==> src/rtl/router_pkg.sv <==
// Shared types and constants for the router packet generator.
package router_pkg;

  typedef enum logic [2:0] {
    ST_IDLE    = 3'd0,
    ST_HEADER  = 3'd1,
    ST_PAYLOAD = 3'd2,
    ST_PARITY  = 3'd3,
    ST_DONE    = 3'd4
  } state_e;

  localparam logic [1:0] DEST_ILLEGAL  = 2'b11;
  localparam int         MAX_LEN       = 63;
  localparam logic [7:0] LFSR_TAPS     = 8'hB8;  // bits 7,5,4,3
  localparam logic [7:0] ZERO_SEED_SUB = 8'h01;

  function automatic logic start_legal(input logic [1:0] dest,
                                       input logic [5:0] len,
                                       input int          max_len);
    return (dest != DEST_ILLEGAL) && (len != 6'd0) && (int'(len) <= max_len);
  endfunction

endpackage

==> src/rtl/router_pkt_lfsr_par.sv <==
// Payload LFSR plus running XOR of every byte emitted so far in the packet.
module router_pkt_lfsr_par
  import router_pkg::*;
#(
  parameter int LFSR_W = 8
) (
  input  logic              clk,
  input  logic              reset_i,
  input  logic              load_i,
  input  logic              advance_i,
  input  logic              clear_i,
  input  logic [LFSR_W-1:0] seed_i,
  input  logic [LFSR_W-1:0] hdr_i,
  output logic [LFSR_W-1:0] lfsr_o,
  output logic [LFSR_W-1:0] lfsr_nxt_o,
  output logic [LFSR_W-1:0] par_nxt_o
);

  logic [LFSR_W-1:0] lfsr_q, lfsr_d;
  logic [LFSR_W-1:0] par_q, par_d;

  assign lfsr_o     = lfsr_q;
  assign lfsr_nxt_o = {lfsr_q[LFSR_W-2:0], ^(lfsr_q & LFSR_TAPS)};
  // par_nxt_o folds in the byte currently on the bus, ready for the parity slot.
  assign par_nxt_o  = par_q ^ lfsr_q;

  always_comb begin
    // NOTE: every next-state variable gets a default first so no path leaves it unassigned and infers a latch.
    lfsr_d = lfsr_q;
    par_d  = par_q;
    if (clear_i) begin
      lfsr_d = '0;
      par_d  = '0;
    end else if (load_i) begin
      lfsr_d = (seed_i == '0) ? ZERO_SEED_SUB : seed_i;
      par_d  = hdr_i;
    end else if (advance_i) begin
      lfsr_d = lfsr_nxt_o;
      par_d  = par_nxt_o;
    end
  end

  always_ff @(posedge clk) begin
    // NOTE: non-blocking assignments keep every register sampling pre-edge values regardless of block order.
    if (reset_i) begin
      lfsr_q <= '0;
      par_q  <= '0;
    end else begin
      lfsr_q <= lfsr_d;
      par_q  <= par_d;
    end
  end

endmodule

==> src/rtl/router_pkt_gen.sv <==
// Header/payload/parity packet generator feeding a router port.
// Optional parity error injection: define ROUTER_PKT_GEN_ERR_INJ_EN.
module router_pkt_gen
  import router_pkg::*;
#(
  parameter int LFSR_W  = 8,  // only 8 is supported
  parameter int MAX_LEN = router_pkg::MAX_LEN
) (
  input  logic              clk,
  input  logic              reset,
  input  logic              start,
  input  logic [1:0]        dest,
  input  logic [5:0]        len,
  input  logic [LFSR_W-1:0] seed,
  input  logic              busy,
`ifdef ROUTER_PKT_GEN_ERR_INJ_EN
  input  logic              inject_err,
`endif
  output logic              packet_valid,
  output logic [LFSR_W-1:0] data_out,
  output logic              gen_busy,
  output logic              done,
  output logic              start_err
);

  state_e            state_q;
  logic [5:0]        cnt_q;
  logic [LFSR_W-1:0] data_out_q;
  logic              pv_q, gen_busy_q, done_q, start_err_q;

  logic              legal, load, advance, clear, inj_bit;
  logic [LFSR_W-1:0] hdr, lfsr, lfsr_nxt, par_nxt, par_byte;

  assign legal    = start_legal(dest, len, MAX_LEN);
  assign hdr      = {len, dest};
  assign load     = (state_q == ST_IDLE) && start && legal;
  assign advance  = (state_q == ST_PAYLOAD) && !busy;
  assign clear    = (state_q == ST_DONE);

`ifdef ROUTER_PKT_GEN_ERR_INJ_EN
  logic inj_q;
  always_ff @(posedge clk) begin
    if (reset)     inj_q <= 1'b0;
    else if (load) inj_q <= inject_err;
  end
  assign inj_bit = inj_q;
`else
  assign inj_bit = 1'b0;
`endif

  assign par_byte = par_nxt ^ {{(LFSR_W-1){1'b0}}, inj_bit};

  router_pkt_lfsr_par #(.LFSR_W(LFSR_W)) u_lfsr_par (
    .clk        (clk),
    .reset_i    (reset),
    .load_i     (load),
    .advance_i  (advance),
    .clear_i    (clear),
    .seed_i     (seed),
    .hdr_i      (hdr),
    .lfsr_o     (lfsr),
    .lfsr_nxt_o (lfsr_nxt),
    .par_nxt_o  (par_nxt)
  );

  // Outputs are registered alongside the state, so each state's byte is valid for its whole dwell.
  always_ff @(posedge clk) begin
    if (reset) begin
      state_q     <= ST_IDLE;
      cnt_q       <= '0;
      data_out_q  <= '0;
      pv_q        <= 1'b0;
      gen_busy_q  <= 1'b0;
      done_q      <= 1'b0;
      start_err_q <= 1'b0;
    end else begin
      done_q      <= 1'b0;
      start_err_q <= 1'b0;
      case (state_q)
        ST_IDLE: begin
          if (start) begin
            if (legal) begin
              state_q    <= ST_HEADER;
              cnt_q      <= len;
              data_out_q <= hdr;
              pv_q       <= 1'b1;
              gen_busy_q <= 1'b1;
            end else begin
              start_err_q <= 1'b1;
            end
          end
        end
        ST_HEADER: begin
          if (!busy) begin
            state_q    <= ST_PAYLOAD;
            data_out_q <= lfsr;
          end
        end
        ST_PAYLOAD: begin
          if (!busy) begin
            cnt_q <= cnt_q - 6'd1;
            if (cnt_q == 6'd1) begin
              state_q    <= ST_PARITY;
              data_out_q <= par_byte;
              pv_q       <= 1'b0;
            end else begin
              data_out_q <= lfsr_nxt;
            end
          end
        end
        ST_PARITY: begin
          if (!busy) begin
            state_q    <= ST_DONE;
            data_out_q <= '0;
            done_q     <= 1'b1;
          end
        end
        ST_DONE: begin
          state_q    <= ST_IDLE;
          gen_busy_q <= 1'b0;
        end
        default: begin
          state_q    <= ST_IDLE;
          gen_busy_q <= 1'b0;
          pv_q       <= 1'b0;
        end
      endcase
    end
  end

  assign packet_valid = pv_q;
  assign data_out     = data_out_q;
  assign gen_busy     = gen_busy_q;
  assign done         = done_q;
  assign start_err    = start_err_q;

endmodule
==> config.mk <==
export PLATFORM = sky130hd
export DESIGN_NAME = router_pkt_gen
export DESIGN_NICKNAME = d
export VERILOG_FILES = /design/src/rtl/router_pkg.sv /design/src/rtl/router_pkt_lfsr_par.sv /design/src/rtl/router_pkt_gen.sv
export SDC_FILE = /design/constraint.sdc
export NUM_CORES = 1
export LEC_CHECK = 0
export BUFFER_PORTS_ARGS = -buffer_cell sky130_fd_sc_hd__clkbuf_2
export CORE_MARGIN = 1
export CORE_UTILIZATION = 45
export DETAILED_ROUTE_END_ITERATION = 10
export MAX_ROUTING_LAYER = met4
export PLACE_DENSITY = 0.66
export SYNTH_ARGS = -nofsm -noshare
export SYNTH_HDL_FRONTEND = slang
export SYNTH_SLANG_ARGS = --single-unit
==> constraint.sdc <==
create_clock -name clk -period 2.7 [get_ports clk]
set_input_delay 0.405 -clock clk [delete_from_list [all_inputs] [get_ports clk]]
set_output_delay 0.405 -clock clk [all_outputs]
set_load 0.02 [all_outputs]
==> impl_metrics.ini, run 1 <==
[status]
status = finished, final reports clean

[global_routing]
grt_max_degree = 41
antenna_found_initial = 0
grt_pass1_wl_um = 9270
overflow = 0
grt_pass1_vias = 1867
grt.total_usage = 0.233

[final_layout]
area_growth_pct = 13.3
diodes = 0
register_area_um2 = 741
multi_input_area_mm2 = 0.00141
fill_cells = 451
nets = 321
drive_gt1_frac = 0.194
stdcell_count = 366

[route]
wire_per_inst_um = 15.6
drt_wl_total_um = 5690
dr.pass1.iters = 4
drt-initial-drc-count = 205
drc_errors = 0
antenna_left = 0
avgViaCountPerCell = 5.87
vias = 2148

[setup_path]
worstPathRequired_ps = 2900
cp_top_family = compound AO/OA/AOI/OAI gates
cpMaxStageDelayCell = or4b_4
cp.arrival_ps = 2190
startpoint_type = flip-flop
reg2reg_slack_ps = 720
critPathKind = reg -> reg
critPathMaxFanout = 40
r2r.worst_path.cells = 5
cp-end-kind = flip-flop
slowest_delay_ps = 590
r2r_start = state_q[0]$_SDFFE_PP0P_
path_buf_inv = 1
r2r-end = cnt_q[4]$_SDFFE_PP0P_
cp_cell_sequence = or4b_4, a211o_1, buf_12, a221o_1, o31ai_1

[logic_synthesis]
syn_area_per_cell_um2 = 8.29
yosys_register_bits = 37
synth_top_area_frac = 0.326
yosys.cell_count.top_type = dfxtp_1
synth_flop_cell = dfxtp_1
netlist-cell-type-count = 51
syn_area_mm2 = 0.00227
netlist_top_cells_count = 37 x dfxtp_1, 26 x nand2_1, 26 x nor2_1, 14 x a21oi_1, 14 x clkbuf_1
syn-num-nets = 296
async_flop_share = 0
synthesis.instances = 274
yosysSeqAreaShare = 0.326
synth_enable_flop_cells = 0
yosys_warnings = 0
synth_top_area_cell = dfxtp_1
synth_area_leaders = dfxtp_1 33%, a311oi_1 5.0%, a211oi_2 5.0%

[clock_network]
root_buffer = clkbuf_8
ctsHoldBuffers = 0
clockBufferDepth = 2
postCtsSetupRepairBufs = 0
clkTransAtPathRegs_ps = 70
cts_tree = done
h-tree-depth = 2
clock_latency_ps = 290
cts_resized = 0
cts.sinks = 37
numCtsBuffers = 5

[die]
num_io_pins = 32
start_util = 0.475
dieArea_mm2 = 0.00533
die_h_um = 73.0
core-area_mm2 = 0.00479
num_rows = 25
die_x_um = 73.0

[min_path]
min_from = seed[6]
min_path_cells = 3
hold_path_class = in -> reg
worstHoldEndpoint = u_lfsr_par.lfsr_o[6]$_SDFFE_PP0P_

[sta]
drv_slew = 0
period_share = 0.735
worst_pin_slew_ps = 690
setup_tns_ps = 0
period_minus_slack_ps = 1980
slew_headroom = 0.540
fin_skew_ps = 2.82
rsz0062_at_grt = no
setup_viol = 0
fmax_mhz = 504
finalHoldViolCount = 0

[job]
maxCapViolCount = 0

[place]
gp_congestion = 0.882
hpwl_um = 4110
place_inst = 359
port_buffers = 31

[power]
pwr_density_cell_mw_per_mm2 = 675
cellLeakagePower_uw = 0.000939
ir_worst_vdd_v = 0.000468
## metal layers
| layer | up-vias | track usage | share of wire |
|---|---|---|---|
| met5 | - | - | 0 |
| met4 | 0 | 0.0828 | 0.011 |
| met3 | 7 | 0.0428 | 0.066 |
| met2 | 78 | 0.331 | 0.44 |
| met1 | 991 | 0.328 | 0.49 |
| li1 | 1072 | - | - |
## cell families (layout without fill, tap and decap cells)
group / count (synthesis) / after routing / synth area share
xor+xnor: 20 / 20 / 0.0771
buf+inv: 28 / 53 / 0.0534
mux: 2 / 2 / 0.00882
compound gates: 93 / 93 / 0.320
simple gates: 92 / 92 / 0.204
fa+ha+maj: 2 / 2 / 0.0110
flops: 37 / 37 / 0.326
## worst max-delay path by stage
stage / startpoint / endpoint / slack [ps] / cells after the start
final: state_q[0]$_SDFFE_PP0P_ / cnt_q[4]$_SDFFE_PP0P_ / 720 / 5
after global routing: state_q[0]$_SDFFE_PP0P_ / data_out[2]$_SDFFE_PP0P_ / 580 / 5
after CTS: state_q[0]$_SDFFE_PP0P_ / cnt_q[4]$_SDFFE_PP0P_ / 710 / 5
after detailed placement: state_q[0]$_SDFFE_PP0P_ / cnt_q[4]$_SDFFE_PP0P_ / 720 / 5
after global placement: busy / data_out[3]$_SDFFE_PP0P_ / 730 / 5
after floorplan: state_q[1]$_SDFFE_PP0P_ / u_lfsr_par.lfsr_o[0]$_SDFFE_PP0P_ / 920 / 6
## power by group
| part | internal, uW | switching (uW) |
|---|---|---|
| combinational | 270 | 359 |
| clock | 203 | 190 |
| sequential | 630 | 83.9 |
## flip-flops by register name (all words and copies together) (netlist names)
signal	cells
gen_busy	1
data_out	8
done	1
start_err	1
u_lfsr_par.lfsr_o	8
packet_valid	1
u_lfsr_par.par_q	8
cnt_q	6
state_q	3
## placed cells by master, fill, tap and decap left out, types with 2 or more instances in the layout
cell and instances:
a211oi_1 9, a211oi_2 9, a21o_1 2, a21oi_1 14
a22oi_1 3, a2bb2oi_1 10, a311oi_1 13, a31oi_1 7
and3_1 2, buf_4 7, clkbuf_2 31, clkbuf_8 6
dfxtp_1 37, ha_1 2, inv_1 7, mux2i_1 2
nand2_1 26, nand2b_1 7, nand3_1 6, nor2_1 26
nor2b_1 4, nor3_1 8, nor3b_1 2, nor4_1 3
o211ai_1 3, o21ai_0 7, o32ai_1 4, xnor2_1 11
xor2_1 9
## per-stage QoR
step	utilization	instance area [um^2]	hold slack, ps	setup slack (ps)	power, uW
final	0.538	2570	387	716	1740
after global routing	0.538	2570	391	578	1840
after CTS	0.538	2570	374	711	1740
after detailed placement	0.520	2490	467	724	1350
after global placement	0.520	2490	465	726	1340
after floorplan	-	2270	465	917	1190
## worst min-delay path, delay by kind of cell
kind | cells | cell delay (ps)
simple gates | 1 | 50
buf+inv | 1 | 100
compound gates | 1 | 70
## layout make-up
class | instances | area share
Multi-Input combinational cell | 209 | 0.547
Sequential cell | 37 | 0.288
Timing Repair Buffer | 39 | 0.0885
Clock buffer | 7 | 0.0335
Tap cell | 67 | 0.0326
Inverter | 7 | 0.0102
No activity file was read; power rests on OpenSTA's default activity.
==> inputs of run 2 (changes only) <==
--- a/config.mk
+++ b/config.mk
@@ -10,7 +10,7 @@
 export CORE_UTILIZATION = 45
 export DETAILED_ROUTE_END_ITERATION = 10
 export MAX_ROUTING_LAYER = met4
-export PLACE_DENSITY = 0.66
+export PLACE_DENSITY = 0.69
 export SYNTH_ARGS = -nofsm -noshare
 export SYNTH_HDL_FRONTEND = slang
 export SYNTH_SLANG_ARGS = --single-unit
==> constraint.sdc (replaced) <==
create_clock -name clk -period 1.8 [get_ports clk]
set_input_delay 0.27 -clock clk [delete_from_list [all_inputs] [get_ports clk]]
set_output_delay 0.27 -clock clk [all_outputs]
set_load 0.02 [all_outputs]
==> impl_metrics.ini, run 2 (synthesis results as in run 1) <==
[status]
status = finished, final reports clean

[power]
clockPowerShare = 0.208
p_seq_frac = 0.384
p_switching_uw = 1020
pwr_density_cell_mw_per_mm2 = 969
fin_total_pwr_uw = 2750
ir_worst_vdd_v = 0.000456
internal_power_uw = 1720
cellLeakagePower_uw = 0.00110
swShare = 0.373
power_frac_comb = 0.408

[final_layout]
layout_commonest_cell = buf_4
diodes = 0
final_cell_mix = 37 x buf_4, 36 x dfxtp_1, 31 x clkbuf_2, 26 x nand2_1, 25 x nor2_1
nets = 352
fill_cells = 438
area_growth_pct = 24.8
drive_gt1_frac = 0.293

[sta]
setup_viol = 0
worst_pin_slew_ps = 685
holdWs_ps = 244
period_minus_slack_ps = 1780
period_share = 0.987
fmax_mhz = 563
slew_headroom = 0.543
rsz0062_at_grt = yes
drv_slew = 0
fin_skew_ps = 6.55
finalHoldViolCount = 0

[die]
start_util = 0.475
die_h_um = 73.0
die_x_um = 73.0
core-area_mm2 = 0.00479
num_rows = 25
dieArea_mm2 = 0.00533
num_io_pins = 32

[setup_path]
critPathMaxFanout = 12
startpoint_type = flip-flop
cp.arrival_ps = 1930
critPathKind = reg -> reg
cp-end-kind = flip-flop
worstPathRequired_ps = 1950

[route]
vias = 2352
drt_wl_total_um = 6450
drc_errors = 0
drt-initial-drc-count = 224
wire_per_inst_um = 16.2
dr.pass1.iters = 5
antenna_left = 0
avgViaCountPerCell = 5.91

[clock_network]
clkTransAtPathRegs_ps = 80
cts.sinks = 37
clock_latency_ps = 290
h-tree-depth = 2
ctsHoldBuffers = 0
root_buffer = clkbuf_8
clockBufferDepth = 2
numCtsBuffers = 5
cts_tree = done

[global_routing]
grt.total_usage = 0.263
overflow = 0
grt_pass1_wl_um = 10300
antenna_found_initial = 0
grt_pass1_vias = 2157
grt_max_degree = 26

[place]
port_buffers = 31
gp_congestion = 0.969
hpwl_um = 4740

[min_path]
hold_path_class = in -> reg

[job]
maxCapViolCount = 0
[run 2: metrics by stage]
stage	setup TNS (ps)	cells	worst slack, ps	area [um^2]	utilization
6_report	0	398	23.1	2830	0.592
5_1_grt	-30.2	398	-18.2	2830	0.592
4_1_cts	0	396	14.8	2780	0.582
3_5_place_dp	-334	387	-49.3	2690	0.561
3_3_place_gp	-3.19	387	-3.19	2690	0.561
2_1_floorplan	0	274	16.7	2270	-
[run 2: final timing paths]
kind                                                from                                 to  slack (ps)  cells after the start
worst max-delay path             state_q[0]$_SDFFE_PP0P_   u_lfsr_par.par_q[6]$_SDFFE_PP0P_          20                      5
worst max register to register   state_q[0]$_SDFFE_PP0P_   u_lfsr_par.par_q[6]$_SDFFE_PP0P_          20                      5
worst min register to register  data_out[0]$_SDFFE_PP0P_           data_out[0]$_SDFFE_PP0P_         480                      2
worst min-delay path                             seed[6]  u_lfsr_par.lfsr_o[6]$_SDFFE_PP0P_         240                      3
[run 2: layout make-up]
type / instances / area (um^2) / share of cell area
clock buffer: 6 / 72.6 / 0.0256
inverter: 7 / 26.3 / 0.00927
multi-input combinational: 209 / 1440 / 0.509
timing repair buffer: 70 / 455 / 0.161
sequential: 37 / 742 / 0.262
clock inverter: 2 / 10.0 / 0.00353
tap: 67 / 83.8 / 0.0296
[run 2: repair_timing]
action,CTS,global route
buffers inserted,1,2
pin swaps,2,2
endpoints found under the setup margin,18,24
cloned,0,0
resized for setup,2,9
[run 2: power by group through the flow]
stage / Clock [uW] / Sequential, uW / Combinational [uW]
floorplan: 0 / 1110 / 668
global placement: 0 / 1070 / 1050
detailed placement: 0 / 1070 / 1060
CTS: 584 / 1050 / 1080
global route: 625 / 1070 / 1210
finish: 572 / 1050 / 1120
[run 2: layer usage]
| layer | up-vias | global-route usage | part of all wire |
|---|---|---|---|
| met5 | - | - | 0 |
| met4 | 0 | 0.0828 | 0.022 |
| li1 | 1136 | - | - |
| met1 | 1105 | 0.348 | 0.47 |
| met3 | 15 | 0.0470 | 0.057 |
| met2 | 96 | 0.405 | 0.45 |
[run 2: worst max-delay path: stages (launching register included)]
cell      delay [ps]
dfxtp_2          330
or4b_4           540
a211o_4          350
buf_4            210
nor2_1           150
a211oi_2          70
==> inputs of run 3 (changes only) <==
--- a/config.mk
+++ b/config.mk
@@ -10,7 +10,7 @@
 export CORE_UTILIZATION = 45
 export DETAILED_ROUTE_END_ITERATION = 10
 export MAX_ROUTING_LAYER = met4
-export PLACE_DENSITY = 0.69
+export PLACE_DENSITY = 0.68
 export SYNTH_ARGS = -nofsm -noshare
 export SYNTH_HDL_FRONTEND = slang
 export SYNTH_SLANG_ARGS = --single-unit
==> impl_metrics.ini, run 3 (synthesis results as in run 1) <==
[power]
ir_worst_vdd_v = 0.000503
pwr_density_cell_mw_per_mm2 = 974
clockPowerShare = 0.214
swShare = 0.373
power_frac_comb = 0.394
p_switching_uw = 1010
internal_power_uw = 1700
fin_total_pwr_uw = 2700
p_seq_frac = 0.391
cellLeakagePower_uw = 0.00106

[die]
die_x_um = 73.0
dieArea_mm2 = 0.00533
die_h_um = 73.0
num_io_pins = 32
core-area_mm2 = 0.00479
num_rows = 25
start_util = 0.475

[global_routing]
grt_pass1_vias = 1992
grt.total_usage = 0.252
antenna_found_initial = 0
overflow = 0
grt_max_degree = 26
grt_pass1_wl_um = 9860

[setup_path]
critPathKind = reg -> reg
cp.arrival_ps = 1940
worstPathRequired_ps = 2000
cp-end-kind = flip-flop
critPathMaxFanout = 5
reg2reg_slack_ps = 60
startpoint_type = flip-flop

[place]
dp_slack_ps = -48.8
dpl_cell_area_mm2 = 0.00268
hpwl_um = 4620
port_buffers = 31
gp_congestion = 0.884

[sta]
worst_pin_slew_ps = 687
setup_tns_ps = 0
rsz0062_at_grt = no
setup_viol = 0
finalHoldViolCount = 0
drv_slew = 0
fin_ws_ps = 58.4
period_share = 0.968
slew_headroom = 0.542
fmax_mhz = 574
period_minus_slack_ps = 1740
fin_skew_ps = 4.96

[final_layout]
layout_commonest_cell = dfxtp_1
nets = 346
drive_gt1_frac = 0.274
fin_area_mm2 = 0.00278
fill_cells = 450
final_cell_mix = 37 x dfxtp_1, 32 x buf_4, 31 x clkbuf_2, 26 x nand2_1, 25 x nor2_1
diodes = 0
area_growth_pct = 22.3

[route]
avgViaCountPerCell = 5.67
drt-initial-drc-count = 155
wire_per_inst_um = 15.7
dr.pass1.iters = 4
vias = 2222
drt_wl_total_um = 6150
antenna_left = 0
drc_errors = 0

[clock_network]
h-tree-depth = 2
clkTransAtPathRegs_ps = 80
clock_latency_ps = 290
cts.sinks = 37
clockBufferDepth = 2
postCtsSetupRepairBufs = 0
numCtsBuffers = 5
ctsHoldBuffers = 0
cts_tree = done
root_buffer = clkbuf_8

[min_path]
hold_path_class = in -> reg

[status]
status = finished, final reports clean

[job]
maxCapViolCount = 0
## run 3: final cells by class
| class | count | area [um^2] | area share |
|---|---|---|---|
| clock inverter | 3 | 17.5 | 0.00631 |
| timing repair buffer | 64 | 415 | 0.150 |
| sequential | 37 | 741 | 0.267 |
| tap | 67 | 83.8 | 0.0302 |
| clock buffer | 5 | 68.8 | 0.0248 |
| multi-input combinational | 209 | 1430 | 0.513 |
| inverter | 7 | 26.3 | 0.00946 |
## run 3: stage by stage
step           hold slack, ps   util  instances
2_1_floorplan             424      -        274
3_3_place_gp              468  0.559        384
3_5_place_dp              468  0.559        384
4_1_cts                   238  0.579        392
5_1_grt                   247  0.580        392
6_report                  231  0.580        392
## run 3: repair_timing
action	4_1_cts	5_1_grt
hold endpoints to repair	0	0
gates cloned	0	0
setup endpoints to repair	16	10
resized for setup	3	2
pin swaps	0	3
## run 3: power by group through the flow
stage / clock (uW) / sequential [uW] / combinational, uW
after floorplan: 0 / 1110 / 668
after global placement: 0 / 1070 / 1030
after detailed placement: 0 / 1070 / 1050
after CTS: 590 / 1060 / 1060
after global routing: 630 / 1070 / 1160
final: 580 / 1060 / 1070
## run 3: final timing paths
| path | startpoint | endpoint | cells after the start |
|---|---|---|---|
| min reg2reg | data_out[1]$_SDFFE_PP0P_ | data_out[1]$_SDFFE_PP0P_ | 2 |
| max reg2reg | state_q[0]$_SDFFE_PP0P_ | cnt_q[2]$_SDFFE_PP0P_ | 6 |
| min | seed[6] | u_lfsr_par.lfsr_o[6]$_SDFFE_PP0P_ | 3 |
| max | state_q[0]$_SDFFE_PP0P_ | cnt_q[2]$_SDFFE_PP0P_ | 6 |
## run 3: critical path, stage by stage, from the launching register on
cell,delay [ps]
dfxtp_1,310
or4b_4,540
buf_4,160
a211oi_2,160
buf_4,180
nor2_1,60
o32ai_1,240
## run 3: layer usage
metal  GRT usage  wire (um)
met2       0.369       2790
met3      0.0497        310
met5           -          0
met1       0.344       2960
met4      0.0828         85
